`src/rtl/id_gen_pkg.sv`:
```
// id_gen_pkg: shared ASCII constants, FSM states and character helpers for the identifier path
package id_gen_pkg;

   localparam logic [7:0] CH_A_UP = 8'h41;
   localparam logic [7:0] CH_Z_UP = 8'h5A;
   localparam logic [7:0] CH_A_LO = 8'h61;
   localparam logic [7:0] CH_Z_LO = 8'h7A;
   localparam logic [7:0] CH_0    = 8'h30;

   typedef enum logic [1:0] {
      IDLE = 2'd0,
      CONV = 2'd1,
      LET  = 2'd2,
      DIG  = 2'd3
   } state_e;

   function automatic logic is_letter(input logic [7:0] c);
      return (c >= CH_A_UP && c <= CH_Z_UP) || (c >= CH_A_LO && c <= CH_Z_LO);
   endfunction

   // Anything that is not a letter starts the identifier at 'a'.
   function automatic logic [7:0] sanitize(input logic [7:0] c);
      return is_letter(c) ? c : CH_A_LO;
   endfunction

   // Successor letter, wrapping inside the same case.
   function automatic logic [7:0] next_letter(input logic [7:0] c);
      return c == CH_Z_LO ? CH_A_LO : c == CH_Z_UP ? CH_A_UP : c + 8'd1;
   endfunction

endpackage

```
`src/rtl/id_gen_if.sv`:
```
// id_gen_if: request and character-stream signals of the identifier generator
interface id_gen_if #(
   parameter int NUM_W = 16
);
   logic             start_i;
   logic [7:0]       prefix_i;
   logic [3:0]       nlet_i;
   logic             has_num_i;
   logic [NUM_W-1:0] num_i;
   logic             ready_i;
   logic [7:0]       char_o;
   logic             valid_o;
   logic             last_o;
   logic             busy_o;

   modport master (
      input  start_i, prefix_i, nlet_i, has_num_i, num_i, ready_i,
      output char_o, valid_o, last_o, busy_o
   );

   modport slave (
      output start_i, prefix_i, nlet_i, has_num_i, num_i, ready_i,
      input  char_o, valid_o, last_o, busy_o
   );
endinterface

```
`src/rtl/id_gen_bin2bcd.sv`:
```
// id_gen_bin2bcd: sequential double-dabble, one bit per cycle, done pulses after NUM_W shifts
module id_gen_bin2bcd #(
   parameter int NUM_W = 16,
   parameter int DIG_N = 5
) (
   input  logic               clk,
   input  logic               reset,
   input  logic               go,
   input  logic [NUM_W-1:0]   bin,
   output logic [4*DIG_N-1:0] bcd,
   output logic               done
);
   localparam int CNT_W = $clog2(NUM_W + 1);

   logic [NUM_W-1:0]   bin_q;
   logic [4*DIG_N-1:0] bcd_q, bcd_d, adj;
   logic [CNT_W-1:0]   cnt_q;
   logic               done_q;

   // add-3 correction on every digit >= 5, then shift in the next binary bit
   always_comb begin
      adj = bcd_q;
      for (int k = 0; k < DIG_N; k++)
         adj[4*k +: 4] = bcd_q[4*k +: 4] >= 4'd5 ? bcd_q[4*k +: 4] + 4'd3 : bcd_q[4*k +: 4];
      bcd_d = (adj << 1) | {{(4*DIG_N-1){1'b0}}, bin_q[NUM_W-1]};
   end

   // conversion register: load on go, then shift for NUM_W cycles
   always_ff @(posedge clk) begin
      if (reset) begin
         bin_q  <= '0;
         bcd_q  <= '0;
         cnt_q  <= '0;
         done_q <= 1'b0;
      end else if (go) begin
         bin_q  <= bin;
         bcd_q  <= '0;
         cnt_q  <= CNT_W'(NUM_W);
         done_q <= 1'b0;
      end else if (cnt_q != '0) begin
         bin_q  <= bin_q << 1;
         bcd_q  <= bcd_d;
         cnt_q  <= cnt_q - CNT_W'(1);
         done_q <= cnt_q == CNT_W'(1);
      end else begin
         done_q <= 1'b0;
      end
   end

   assign bcd  = bcd_q;
   assign done = done_q;
endmodule

```
`src/rtl/id_gen.sv`:
```
// id_gen: emits a legal identifier (letters then optional decimal suffix) one character per handshake
module id_gen
   import id_gen_pkg::*;
#(
   parameter int NUM_W = 16,
   parameter int DIG_N = 5
) (
   input logic       clk,
   input logic       reset,
   id_gen_if.master  bus
);
   localparam int IDX_W = $clog2(DIG_N + 1);

   state_e             state_q, state_d;
   logic [7:0]         let_q, let_d;
   logic [3:0]         cnt_q, cnt_d;
   logic               has_num_q, has_num_d;
   logic [IDX_W-1:0]   idx_q, idx_d, msd;
   logic [4*DIG_N-1:0] bcd;
   logic [3:0]         dig;
   logic               conv_go, conv_done, hs;

   assign conv_go = state_q == IDLE && bus.start_i;

   id_gen_bin2bcd #(.NUM_W(NUM_W), .DIG_N(DIG_N)) u_bin2bcd (
      .clk  (clk),
      .reset(reset),
      .go   (conv_go),
      .bin  (bus.num_i),
      .bcd  (bcd),
      .done (conv_done)
   );

   // leading-zero scan: index of the most significant non-zero digit, 0 for a zero value
   always_comb begin
      msd = '0;
      for (int k = 0; k < DIG_N; k++)
         if (bcd[4*k +: 4] != 4'd0) msd = IDX_W'(k);
   end

   assign dig         = bcd[{idx_q, 2'b00} +: 4];
   assign bus.valid_o = state_q == LET || state_q == DIG;
   assign bus.busy_o  = state_q != IDLE;
   assign bus.char_o  = state_q == LET ? let_q : state_q == DIG ? CH_0 + {4'd0, dig} : 8'h00;
   assign bus.last_o  = state_q == LET ? cnt_q == 4'd1 && !has_num_q : state_q == DIG && idx_q == '0;
   assign hs          = bus.valid_o && bus.ready_i;

   // next state, letter/digit sequencing and request capture
   always_comb begin
      state_d   = state_q;
      let_d     = let_q;
      cnt_d     = cnt_q;
      has_num_d = has_num_q;
      idx_d     = idx_q;
      unique case (state_q)
         IDLE: if (bus.start_i) begin
            state_d   = CONV;
            let_d     = sanitize(bus.prefix_i);
            cnt_d     = bus.nlet_i == 4'd0 ? 4'd1 : bus.nlet_i;
            has_num_d = bus.has_num_i;
         end
         CONV: if (conv_done) begin
            state_d = LET;
            idx_d   = msd;
         end
         LET: if (hs) begin
            state_d = cnt_q == 4'd1 ? (has_num_q ? DIG : IDLE) : LET;
            let_d   = cnt_q == 4'd1 ? let_q : next_letter(let_q);
            cnt_d   = cnt_q == 4'd1 ? cnt_q : cnt_q - 4'd1;
         end
         DIG: if (hs) begin
            state_d = idx_q == '0 ? IDLE : DIG;
            idx_d   = idx_q == '0 ? idx_q : idx_q - IDX_W'(1);
         end
         default: state_d = IDLE;
      endcase
   end

   // state and latched request registers
   always_ff @(posedge clk) begin
      if (reset) begin
         state_q   <= IDLE;
         let_q     <= '0;
         cnt_q     <= '0;
         has_num_q <= 1'b0;
         idx_q     <= '0;
      end else begin
         state_q   <= state_d;
         let_q     <= let_d;
         cnt_q     <= cnt_d;
         has_num_q <= has_num_d;
         idx_q     <= idx_d;
      end
   end
endmodule
```
`src/flat_wrapper.sv`:
```
// flat-port wrapper written by rule: the top's interface ports become plain ports
module id_gen_flat import id_gen_pkg::*;
#(
   parameter int NUM_W = 16,
   parameter int DIG_N = 5
)
  (clk, reset, bus_start_i, bus_prefix_i, bus_nlet_i, bus_has_num_i, bus_num_i, bus_ready_i, bus_char_o, bus_valid_o, bus_last_o, bus_busy_o);
  id_gen_if #(.NUM_W(NUM_W)) bus_i ();
  input logic clk;
  input logic reset;
  input wire logic [$bits(bus_i.start_i)-1:0] bus_start_i;
  input wire logic [$bits(bus_i.prefix_i)-1:0] bus_prefix_i;
  input wire logic [$bits(bus_i.nlet_i)-1:0] bus_nlet_i;
  input wire logic [$bits(bus_i.has_num_i)-1:0] bus_has_num_i;
  input wire logic [$bits(bus_i.num_i)-1:0] bus_num_i;
  input wire logic [$bits(bus_i.ready_i)-1:0] bus_ready_i;
  output wire logic [$bits(bus_i.char_o)-1:0] bus_char_o;
  output wire logic [$bits(bus_i.valid_o)-1:0] bus_valid_o;
  output wire logic [$bits(bus_i.last_o)-1:0] bus_last_o;
  output wire logic [$bits(bus_i.busy_o)-1:0] bus_busy_o;
  assign bus_i.start_i = bus_start_i;
  assign bus_i.prefix_i = bus_prefix_i;
  assign bus_i.nlet_i = bus_nlet_i;
  assign bus_i.has_num_i = bus_has_num_i;
  assign bus_i.num_i = bus_num_i;
  assign bus_i.ready_i = bus_ready_i;
  assign bus_char_o = bus_i.char_o;
  assign bus_valid_o = bus_i.valid_o;
  assign bus_last_o = bus_i.last_o;
  assign bus_busy_o = bus_i.busy_o;
  id_gen #(.NUM_W(NUM_W), .DIG_N(DIG_N)) u_core (.clk(clk), .reset(reset), .bus(bus_i));
endmodule
```
`config.mk`:
```
export PLATFORM = sky130hd
export DESIGN_NAME = id_gen_flat
export DESIGN_NICKNAME = d
export VERILOG_FILES = /design/src/rtl/id_gen_pkg.sv /design/src/rtl/id_gen_if.sv /design/src/rtl/id_gen_bin2bcd.sv /design/src/rtl/id_gen.sv /design/src/flat_wrapper.sv
export SDC_FILE = /design/constraint.sdc
export NUM_CORES = 1
export LEC_CHECK = 0
export CORE_MARGIN = 2
export CORE_UTILIZATION = 56
export DETAILED_ROUTE_END_ITERATION = 10
export PLACE_DENSITY = 0.81
export SYNTH_ARGS = -nofsm -noshare
export SYNTH_HDL_FRONTEND = slang
export SYNTH_SLANG_ARGS = --single-unit
export TNS_END_PERCENT = 5
```
`constraint.sdc`:
```
create_clock -name clk -period 2.3 [get_ports clk]
set_input_delay 0.345 -clock clk [delete_from_list [all_inputs] [get_ports clk]]
set_output_delay 0.345 -clock clk [all_outputs]
set_load 0.01 [all_outputs]
```
==> results.md <==
* # DRC at 0
* GRT busiest layer: met2
* Final non-filler cell total at between 500 and 600
* RR Startpoint: u_core.cnt_q[1]
* Share of post-route cells with drive strength above 1 at roughly 11%
* Final core utilization at between 70% and 80%
* Max-cap violations at 0
* Grt met3 use at between 6 and 7%
* Row count at 28
* RSZ-0062 raised after global routing: true
* Met1 Resource Use GR at between 30% and 40%
* # IOs at between 40 and 50
* Pin count of the biggest net entering global routing at 37
* Status: complete, no violations
* Area of the multi-input gates at 2090 sq um
* Worst setup path startpoint: u_core.u_bin2bcd.bcd[5]
* ANT nets after route at 0
* # clock sinks at 60
* Synth warnings at 0
* Min cycle time layout at ~2.2 ns
* Cell internal pwr at about 2.3 mW
* Cell variety after synth at 50
* Worst Path Required at roughly 2 ns
* Fillcell total at between 400 and 500
* Combinational share of power at between 30% and 40%
* Post-synth top area share at 34.7%
* Final Hold Viols at 0
* Sequential cell area at between 1000 and 1500 sq um
* Flops & latches, synth at 60
* Crit. End Element: primary output
* Syn Nets at between 400 and 500
* Synth async-reset ratio at 0%
* Initial antenna violation count at 0
* Post-cts hold buffer count at 0
* HPWL Detailed at 5570 um
* Tightest Hold Check Type: register to register
* Final period utilization at 95.0%
* Gr usage total at between 20% and 30%
* NetSw at 1.34 mW
* Most frequent cell after synthesis: nand2_1
* Fin nets at between 500 and 600
* Clock buffer depth at 2
* Mapped Area at approximately 3500 sq um
* Sw Share at between 30 and 40%
* HP Start: u_core.u_bin2bcd.bin_q[15]
* Slew at the pin closest to its max-slew limit at about 0.44 ns
* Crit Path Max Fanout at 4
* Drt wl/cell at ~14 um
* Htree depth at 3
* Total wire length at between 8000 and 9000 um
* Via Count at ~3300
* Power Dens Cells at around 860 nW/um^2
* Met2 Use GR at a little over two fifths
* DIE WIDTH at around 83 um
* Rel. slew slack at 70.9%
* Clock transition at the registers of the reported paths at roughly 0.07 ns
* Area Overhead vs Synth at 22.6%
* Top cell type by total area after synthesis: dfxtp_1
* CTS Buf Count at 9
* Final setup vio count at 0
* CP Data Arrival Time at 1.84 ns
* Clock power frac at between 20 and 30%
* Placed cell count at roughly 550
* Pleak at around 1.6 nW
* Die Y at 82.6 um
* Vias per cell at a little under 6
* First-pass GRT wire length at between 10000 and 15000 um
* Largest cells by area after synthesis: dfxtp_1, nand2_1, ha_1, a21oi_1, nor2_1
* CTS tree: done
* Die area at 6830 sq um
* Post-CTS Repair Setup Buffers at 0
* Seq/Total Area, Yosys at a little over a third
* Worst-skew pair later-pin latency at around 0.34 ns
* I/O Buffers at between 40 and 50
* Share of power burned in registers at a little over a third
* Synth cell count leaders: nand2_1, dfxtp_1, nor2_1
* Initial Util at 58.1%
* Max Freq at 458 MHz
* Drt pass-1 iters at 4
* CTS root buffer: clkbuf_8
* GP Congestion at 0.918
* Global route overflow at 0
* Overall Power at roughly 3.7 mW
* Vias in the first global route at 3054
* Final Max Tran Viols at 0
* Type of origin of the critical path: register
* # diodes at 0
* Worst vdd ir at roughly 1100 uV
* Core outline area at between 5000 and 6000 sq um
* EDFF count, synth at 0
* Starting DRC count in detailed routing at 204
* Clock skew at between 0.007 and 0.008 ns
* Critical path class: register to primary output
* Post-synth top flop: dfxtp_1
* Synth Area per Inst at a little under 8 sq um
* Synth Instances at about 440
## cell type report
cell class	instances	area share, %
clock buffer	10	3.24
tap	75	2.21
multi-input combinational	334	49.2
sequential	60	28.6
clock inverter	6	2.06
inverter	21	1.86
timing repair buffer	58	12.8
## repair_timing
action | in CTS | in global routing
setup endpoints to repair | 5 | 6
pin swaps | 0 | 0
gates resized for setup | 12 | 8
## per-stage QoR
step	hold slack, ns	instance area (sq um)	setup TNS, ns	setup slack, ns
3_3_place_gp	0.450	3990	0	0.106
6_report	0.460	4240	0	0.115
3_5_place_dp	0.453	3990	0	0.00915
2_1_floorplan	0.437	3460	0	0.466
4_1_cts	0.457	4230	0	0.0275
5_1_grt	0.493	4240	-0.0214	-0.0214
## layout by cell type, fill, tap and decap left out, drive strengths merged, types with 3 or more instances in the layout
cell           instances
clkbuf                10
o21bai                 3
a211oi                10
a311oi                15
and3                   4
a21oi                 35
mux2i                  5
nor2                  45
o22ai                  4
clkdlybuf4s50         38
nand3                 11
clkinvlp               3
nor2b                  8
nor3                  15
dfxtp                 60
mux4                   4
nand2b                 9
o21ai                 18
and2                   5
inv                   21
ha                    18
a22oi                  3
nor3b                 11
a31oi                  6
xnor2                  8
nand2                 70
or3                    4
buf                   15
## critical path: stages (launching register included)
cell and delay, ns:
dfxtp_1 0.37, inv_1 0.09, mux4_2 0.46, nor2_1 0.10, a31oi_1 0.05, o21ai_0 0.15
dlygate4sd2_1 0.28
## cells by family (layout without fill, tap and decap cells)
group                      after synthesis  in the layout  synth area share, %
DFF                                     60             60                 34.7
muxes                                    9              9                 4.16
adders and majority gates               18             18                 6.51
xor gates and xnor gates                10             10                 2.53
AOI/OAI and AO/OA                      108            108                 20.5
buffers and inverters                   47             95                 5.50
and+or+nand+nor                        189            189                 26.1
## metal layers
metal / vias to the layer above / wire length, um
li1: 1635 / -
met1: 1529 / 3620
met2: 86 / 3900
met3: 12 / 393
met4: 0 / 99
met5: - / 0
## power by group through the flow
stage	clock (mW)	combinational (mW)	sequential, mW
3_3_place_gp	0	1.26	1.30
2_1_floorplan	0	0.946	1.28
6_report	1.07	1.29	1.29
5_1_grt	1.13	1.47	1.31
4_1_cts	1.10	1.29	1.29
3_5_place_dp	0	1.27	1.31
## state kept, by name, summed over array words and instances, names as in the netlist
signal / count
u_core.let_q: 8
u_core.state_q: 2
u_core.cnt_q: 4
u_core.u_bin2bcd.done: 1
u_core.u_bin2bcd.cnt_q: 5
u_core.u_bin2bcd.bcd: 20
u_core.idx_q: 3
u_core.has_num_q: 1
u_core.u_bin2bcd.bin_q: 16
## final timing paths
kind                                  end  slack (ns)  cells past startpoint
setup reg to reg          u_core.let_q[7]        0.21                      8
hold reg to reg   u_core.u_bin2bcd.bcd[0]        0.46                      2
hold / removal    u_core.u_bin2bcd.bcd[0]        0.46                      2
setup / recovery            bus_char_o[1]        0.11                      6
(Power assumes the default switching activity.)
